--- src/rtl/rv32i_wb_stage.sv ---
// rtl/rv32i_wb_stage.sv - registered RV32I/RV64I writeback stage with load wait, formatting and retire count
module rv32i_wb_stage #(
    parameter int XLEN    = 32,
    parameter int REG_W   = 5,
    parameter int TIMEOUT = 16,
    parameter int CNT_W   = 32
) (
    input  logic             clk,
    input  logic             reset,
    input  logic             valid_in,
    output logic             ready_out,
    input  logic [XLEN-1:0]  pc_in,
    input  logic [31:0]      iw_in,
    input  logic [XLEN-1:0]  alu_in,
    input  logic             wb_en_in,
    input  logic [REG_W-1:0] wb_reg_in,
    input  logic             is_load_in,
    input  logic             mem_rvalid,
    input  logic [XLEN-1:0]  mem_rdata,
    output logic             wb_en_out,
    output logic [REG_W-1:0] wb_reg_out,
    output logic [XLEN-1:0]  wb_data,
    output logic [XLEN-1:0]  wb_pc_out,
    output logic             df_wb_enable,
    output logic [REG_W-1:0] df_wb_reg,
    output logic [XLEN-1:0]  df_wb_data,
    output logic             retire,
    output logic [CNT_W-1:0] retire_count,
    output logic             load_timeout_err
);
    localparam int OFF_W = (XLEN == 64) ? 3 : 2;
    localparam int TO_W  = $clog2(TIMEOUT + 1);

    typedef enum logic {IDLE, LOAD_WAIT} state_t;

    state_t             state_q, state_d;
    logic [TO_W-1:0]    to_cnt_q, to_cnt_d;
    logic [XLEN-1:0]    ld_pc_q, ld_pc_d;
    logic [REG_W-1:0]   ld_reg_q, ld_reg_d;
    logic               ld_en_q, ld_en_d;
    logic [2:0]         ld_f3_q, ld_f3_d;
    logic [OFF_W-1:0]   ld_off_q, ld_off_d;
    logic               wb_en_q, wb_en_d;
    logic [REG_W-1:0]   wb_reg_q, wb_reg_d;
    logic [XLEN-1:0]    wb_data_q, wb_data_d;
    logic [XLEN-1:0]    wb_pc_q, wb_pc_d;
    logic               retire_q, retire_d;
    logic [CNT_W-1:0]   cnt_q, cnt_d;
    logic               err_q, err_d;

    logic [OFF_W-1:0]   hoff, woff;
    logic [XLEN-1:0]    byte_sh, half_sh, word_sh, ld_fmt;

    // Wider accesses ignore the low offset bits, so misaligned loads just drop them.
    assign hoff    = ld_off_q & ~OFF_W'(1);
    assign woff    = ld_off_q & ~OFF_W'(3);
    assign byte_sh = mem_rdata >> {ld_off_q, 3'b000};
    assign half_sh = mem_rdata >> {hoff, 3'b000};
    assign word_sh = mem_rdata >> {woff, 3'b000};

    always_comb begin
        ld_fmt = mem_rdata;
        case (ld_f3_q)
            3'b000: ld_fmt = XLEN'($signed(byte_sh[7:0]));
            3'b100: ld_fmt = XLEN'(byte_sh[7:0]);
            3'b001: ld_fmt = XLEN'($signed(half_sh[15:0]));
            3'b101: ld_fmt = XLEN'(half_sh[15:0]);
            3'b010: ld_fmt = XLEN'($signed(word_sh[31:0]));
            3'b110: ld_fmt = (XLEN == 64) ? XLEN'(word_sh[31:0]) : mem_rdata;
            default: ld_fmt = mem_rdata;
        endcase
    end

    always_comb begin
        state_d   = state_q;
        to_cnt_d  = to_cnt_q;
        ld_pc_d   = ld_pc_q;
        ld_reg_d  = ld_reg_q;
        ld_en_d   = ld_en_q;
        ld_f3_d   = ld_f3_q;
        ld_off_d  = ld_off_q;
        wb_en_d   = 1'b0;
        wb_reg_d  = wb_reg_q;
        wb_data_d = wb_data_q;
        wb_pc_d   = wb_pc_q;
        retire_d  = 1'b0;
        err_d     = err_q;
        case (state_q)
            IDLE: begin
                if (valid_in) begin
                    if (is_load_in) begin
                        state_d  = LOAD_WAIT;
                        to_cnt_d = '0;
                        ld_pc_d  = pc_in;
                        ld_reg_d = wb_reg_in;
                        ld_en_d  = wb_en_in & (wb_reg_in != '0);
                        ld_f3_d  = iw_in[14:12];
                        ld_off_d = alu_in[OFF_W-1:0];
                    end else begin
                        wb_en_d   = wb_en_in & (wb_reg_in != '0);
                        wb_reg_d  = wb_reg_in;
                        wb_data_d = alu_in;
                        wb_pc_d   = pc_in;
                        retire_d  = 1'b1;
                    end
                end
            end
            LOAD_WAIT: begin
                if (mem_rvalid) begin
                    state_d   = IDLE;
                    wb_en_d   = ld_en_q;
                    wb_reg_d  = ld_reg_q;
                    wb_data_d = ld_fmt;
                    wb_pc_d   = ld_pc_q;
                    retire_d  = 1'b1;
                end else begin
                    to_cnt_d = to_cnt_q + TO_W'(1);
                    if (to_cnt_d == TO_W'(TIMEOUT)) begin
                        state_d = IDLE;
                        err_d   = 1'b1;
                    end
                end
            end
            default: state_d = IDLE;
        endcase
        cnt_d = retire_d ? cnt_q + CNT_W'(1) : cnt_q;
    end

    always_ff @(posedge clk or negedge reset) begin
        if (!reset) begin
            state_q   <= IDLE;
            to_cnt_q  <= '0;
            ld_pc_q   <= '0;
            ld_reg_q  <= '0;
            ld_en_q   <= 1'b0;
            ld_f3_q   <= '0;
            ld_off_q  <= '0;
            wb_en_q   <= 1'b0;
            wb_reg_q  <= '0;
            wb_data_q <= '0;
            wb_pc_q   <= '0;
            retire_q  <= 1'b0;
            cnt_q     <= '0;
            err_q     <= 1'b0;
        end else begin
            state_q   <= state_d;
            to_cnt_q  <= to_cnt_d;
            ld_pc_q   <= ld_pc_d;
            ld_reg_q  <= ld_reg_d;
            ld_en_q   <= ld_en_d;
            ld_f3_q   <= ld_f3_d;
            ld_off_q  <= ld_off_d;
            wb_en_q   <= wb_en_d;
            wb_reg_q  <= wb_reg_d;
            wb_data_q <= wb_data_d;
            wb_pc_q   <= wb_pc_d;
            retire_q  <= retire_d;
            cnt_q     <= cnt_d;
            err_q     <= err_d;
        end
    end

    assign ready_out        = (state_q == IDLE);
    assign wb_en_out        = wb_en_q;
    assign wb_reg_out       = wb_reg_q;
    assign wb_data          = wb_data_q;
    assign wb_pc_out        = wb_pc_q;
    assign df_wb_enable     = wb_en_q;
    assign df_wb_reg        = wb_reg_q;
    assign df_wb_data       = wb_data_q;
    assign retire           = retire_q;
    assign retire_count     = cnt_q;
    assign load_timeout_err = err_q;
endmodule

--- config.mk ---
export PLATFORM = sky130hd
export DESIGN_NAME = rv32i_wb_stage
export DESIGN_NICKNAME = d
export VERILOG_FILES = /design/src/rtl/rv32i_wb_stage.sv
export SDC_FILE = /design/constraint.sdc
export NUM_CORES = 1
export LEC_CHECK = 0
export ABC_CLOCK_PERIOD_IN_PS = 1650
export BUFFER_PORTS_ARGS = -buffer_cell sky130_fd_sc_hd__buf_4
export CAP_MARGIN = 5
export CORE_ASPECT_RATIO = 0.6
export CORE_MARGIN = 10
export CORE_UTILIZATION = 46
export CTS_BUF_LIST = sky130_fd_sc_hd__clkbuf_4 sky130_fd_sc_hd__clkbuf_8
export DETAILED_ROUTE_END_ITERATION = 6
export PLACE_DENSITY = 0.86
export SYNTH_ARGS = -nofsm -noshare
export SYNTH_HDL_FRONTEND = slang
export SYNTH_SLANG_ARGS = --single-unit
--- constraint.sdc ---
create_clock -name clk -period 1.65 [get_ports clk]
set_clock_uncertainty 0.15 [all_clocks]
set_input_delay 0.0825 -clock clk [delete_from_list [all_inputs] [get_ports clk]]
set_output_delay 0.0825 -clock clk [all_outputs]
set_load 0.005 [all_outputs]
==> impl_metrics.yaml <==
synthesis:
  synth_flop_cell: "dfrtp_1"
  syn_avg_cell_area_um2: 10.9
  synth_top_area_share_pct: 50.8
  yosysWarnings: 0
  synth_nets: 835
  yosysSeqAreaShare_pct: 50.8
  netlist_area_um2: 7530
  synth.area.top_cells: "dfrtp_1 (51%), mux2i_1 (7.2%), mux2_2 (6.4%)"
  synth.distinct_cells: 41
  netlist_top_cells_count: "dfrtp_1 (153), nand2_1 (78), mux2i_1 (54), o21ai_0 (54), mux2_2 (43)"
  yosys.area.top_type: "dfrtp_1"
  async_reset_ff_share_pct: 100
  synthCells: 694
  ys_ff_latch: 153
  synth_enable_flop_cells: 0
  yosysMostFrequentCell: "dfrtp_1"
global_routing:
  grt.overflow.total: 0
  gr-usage-all-layers_pct: 27.4
  antenna_found_initial: 12
  grt_max_degree: 53
  grt_pass1_wl_um: 47200
  grt_pass1_vias: 8146
critical_path:
  start_kind: "flop"
  arrival_ns: 2.19
  crit_fanout: 7
  critPathCaptureType: "flop"
  path_class: "reg2reg"
  critPathRequiredTime_ns: 1.84
sta:
  max_slew_margin_pct: 47.3
  fin_crit_sh_pct: 121
  setup_ws_ns: -0.346
  max_slew.worst_pin.slew_ns: 0.789
  setup_viol: 151
  final_max_slew_viol_count: 0
  rsz0062_at_grt: "yes"
  period_needed_ns: 2.00
  clock.fmax_mhz: 501
  hold_violations: 0
layout:
  drive_above_1_share_pct: 48.0
  fin_util_pct: 77.6
  fin_nets: 1243
  areaGrowthSynthToFinish_pct: 66.1
die:
  core_um2: 16100
  start_util_pct: 46.7
  dieWidth_um: 185
  die_h_um: 119
  num_rows: 36
  ioPinCount: 282
  dieArea_um2: 22100
power_and_ir_drop:
  p_per_area_nw_per_um2: 1080
  power.leakage_nw: 5.76
  power_mw: 13.5
  ir_worst_vdd_uv: 698
drt:
  drt_wl_total_um: 31500
  drc: 0
  drt_iter0_markers: 786
  dr_wl_met3_um: 2910
  wl_met1_um: 12500
  top_layer_used: "met4"
  ant_nets: 0
  wire_per_inst_um: 23.5
  dr.pass1.iters: 5
  wl_met2_um: 14900
  via_per_inst: 5.69
  vias: 7603
clocking:
  cts_tree: "yes"
  cts_root_buf: "clkbuf_8"
  clk_pin_slew_worst_paths_ns: 0.10
  numCtsBuffers: 17
  htreeDepth: 4
  worst_skew_pair.late_latency_ns: 0.46
  clock_sinks: 153
  clk_path_buf_depth: 2
run_status:
  status: "complete, but fails checks"
  failed_checks: "negative setup slack"
placed_design:
  place.gp.congestion: 0.889
  io_buffer_count: 252
  hpwl_um: 18600
run:
  drv_cap: 0
worst_hold_path:
  hold_path.class: "in2reg"
==> routing by layer <==
metal / vias to the layer above / track usage, %
li1: 3289 / -
met3: 108 / 8.65
met5: - / 0
met2: 461 / 44.2
met1: 3745 / 33.2
met4: 0 / 11.3
==> path summary, 6_finish.rpt <==
kind / startpoint / end / slack, ns / depth (start not counted)
worst max-delay path: state_q$_DFF_PN0_ / retire_count[18]$_DFFE_PN0P_ / -0.35 / 6
min in group asynchronous: reset / retire_count[29]$_DFFE_PN0P_ / 0.49 / 3
worst max register to register: state_q$_DFF_PN0_ / retire_count[18]$_DFFE_PN0P_ / -0.35 / 6
max in group asynchronous: reset / df_wb_data[13]$_DFFE_PN0P_ / 0.17 / 4
worst min-delay path: is_load_in / df_wb_enable$_DFF_PN0_ / 0.03 / 4
worst min register to register: load_timeout_err$_DFFE_PN0P_ / load_timeout_err$_DFFE_PN0P_ / 0.32 / 1
==> final cells by class <==
cell class / instances / area [µm²]
diodes: 12 / 30.0
clock buffers: 17 / 234
clock inverters: 15 / 133
fillers: 910 / 3620
inverters: 3 / 31.3
multi-input cells: 457 / 3690
flip-flops and latches: 153 / 3830
well taps: 209 / 262
repair buffers: 469 / 4290
repair inverters: 1 / 11.3
==> layout by cell type (no fill, tap or decap), types with 10 or more instances in the layout <==
| cell | n |
|---|---|
| xnor2_1 | 27 |
| o21ai_1 | 47 |
| nor3_1 | 11 |
| clkbuf_8 | 17 |
| dlygate4sd3_1 | 108 |
| nor2_2 | 11 |
| o21ai_0 | 26 |
| diode_2 | 12 |
| buf_4 | 313 |
| nand4_1 | 16 |
| buf_6 | 19 |
| mux2i_1 | 51 |
| a221oi_2 | 15 |
| a21oi_1 | 10 |
| buf_12 | 14 |
| nand3_1 | 17 |
| dfrtp_1 | 151 |
| nand2_1 | 66 |
| mux2_2 | 43 |
| nand2_2 | 11 |
==> where the power goes <==
part / internal (mW) / switching [mW]
Clock: 1.10 / 1.72
Sequential: 4.54 / 0.688
Combinational: 2.90 / 2.53
==> critical path: stages (launching register included) <==
cell and delay (ns):
dfrtp_4 0.49, or3b_4 0.42, buf_12 0.16, buf_4 0.14
a21oi_4 0.20, nand4_1 0.15, xnor2_1 0.17
==> cell families after synthesis <==
group / count (synthesis) / share of synthesized area, %
AND/OR/NAND/NOR: 179 / 11.9
XOR/XNOR: 33 / 3.84
adder cells (fa/ha/maj): 2 / 0.332
multiplexers: 98 / 13.9
flip-flops: 153 / 50.8
buffers and inverters: 84 / 6.89
AO/OA/AOI/OAI: 145 / 12.3
==> through the flow <==
step	setup TNS, ns	area (µm²)	cells	worst slack [ns]	hold slack (ns)
2_1_floorplan	-7.06	7610	694	-0.104	-0.363
6_report	-31.27	12500	1336	-0.346	0.0264
4_1_cts	-25.45	12100	1320	-0.316	0.0121
3_5_place_dp	-25.56	9960	1154	-0.436	-0.133
3_3_place_gp	-18.94	9960	1154	-0.324	-0.134
5_1_grt	-36.04	12500	1335	-0.382	0.0292
==> what timing repair did <==
item | CTS | global route
buffers inserted | 19 | 6
gates cloned | 11 | 0
pin swaps | 27 | 20
endpoints found under the setup margin | 148 | 154
hold buffers | 108 | 0
hold endpoints to repair | 271 | 0
gates resized for setup | 84 | 84
(Power assumes the default switching activity.)
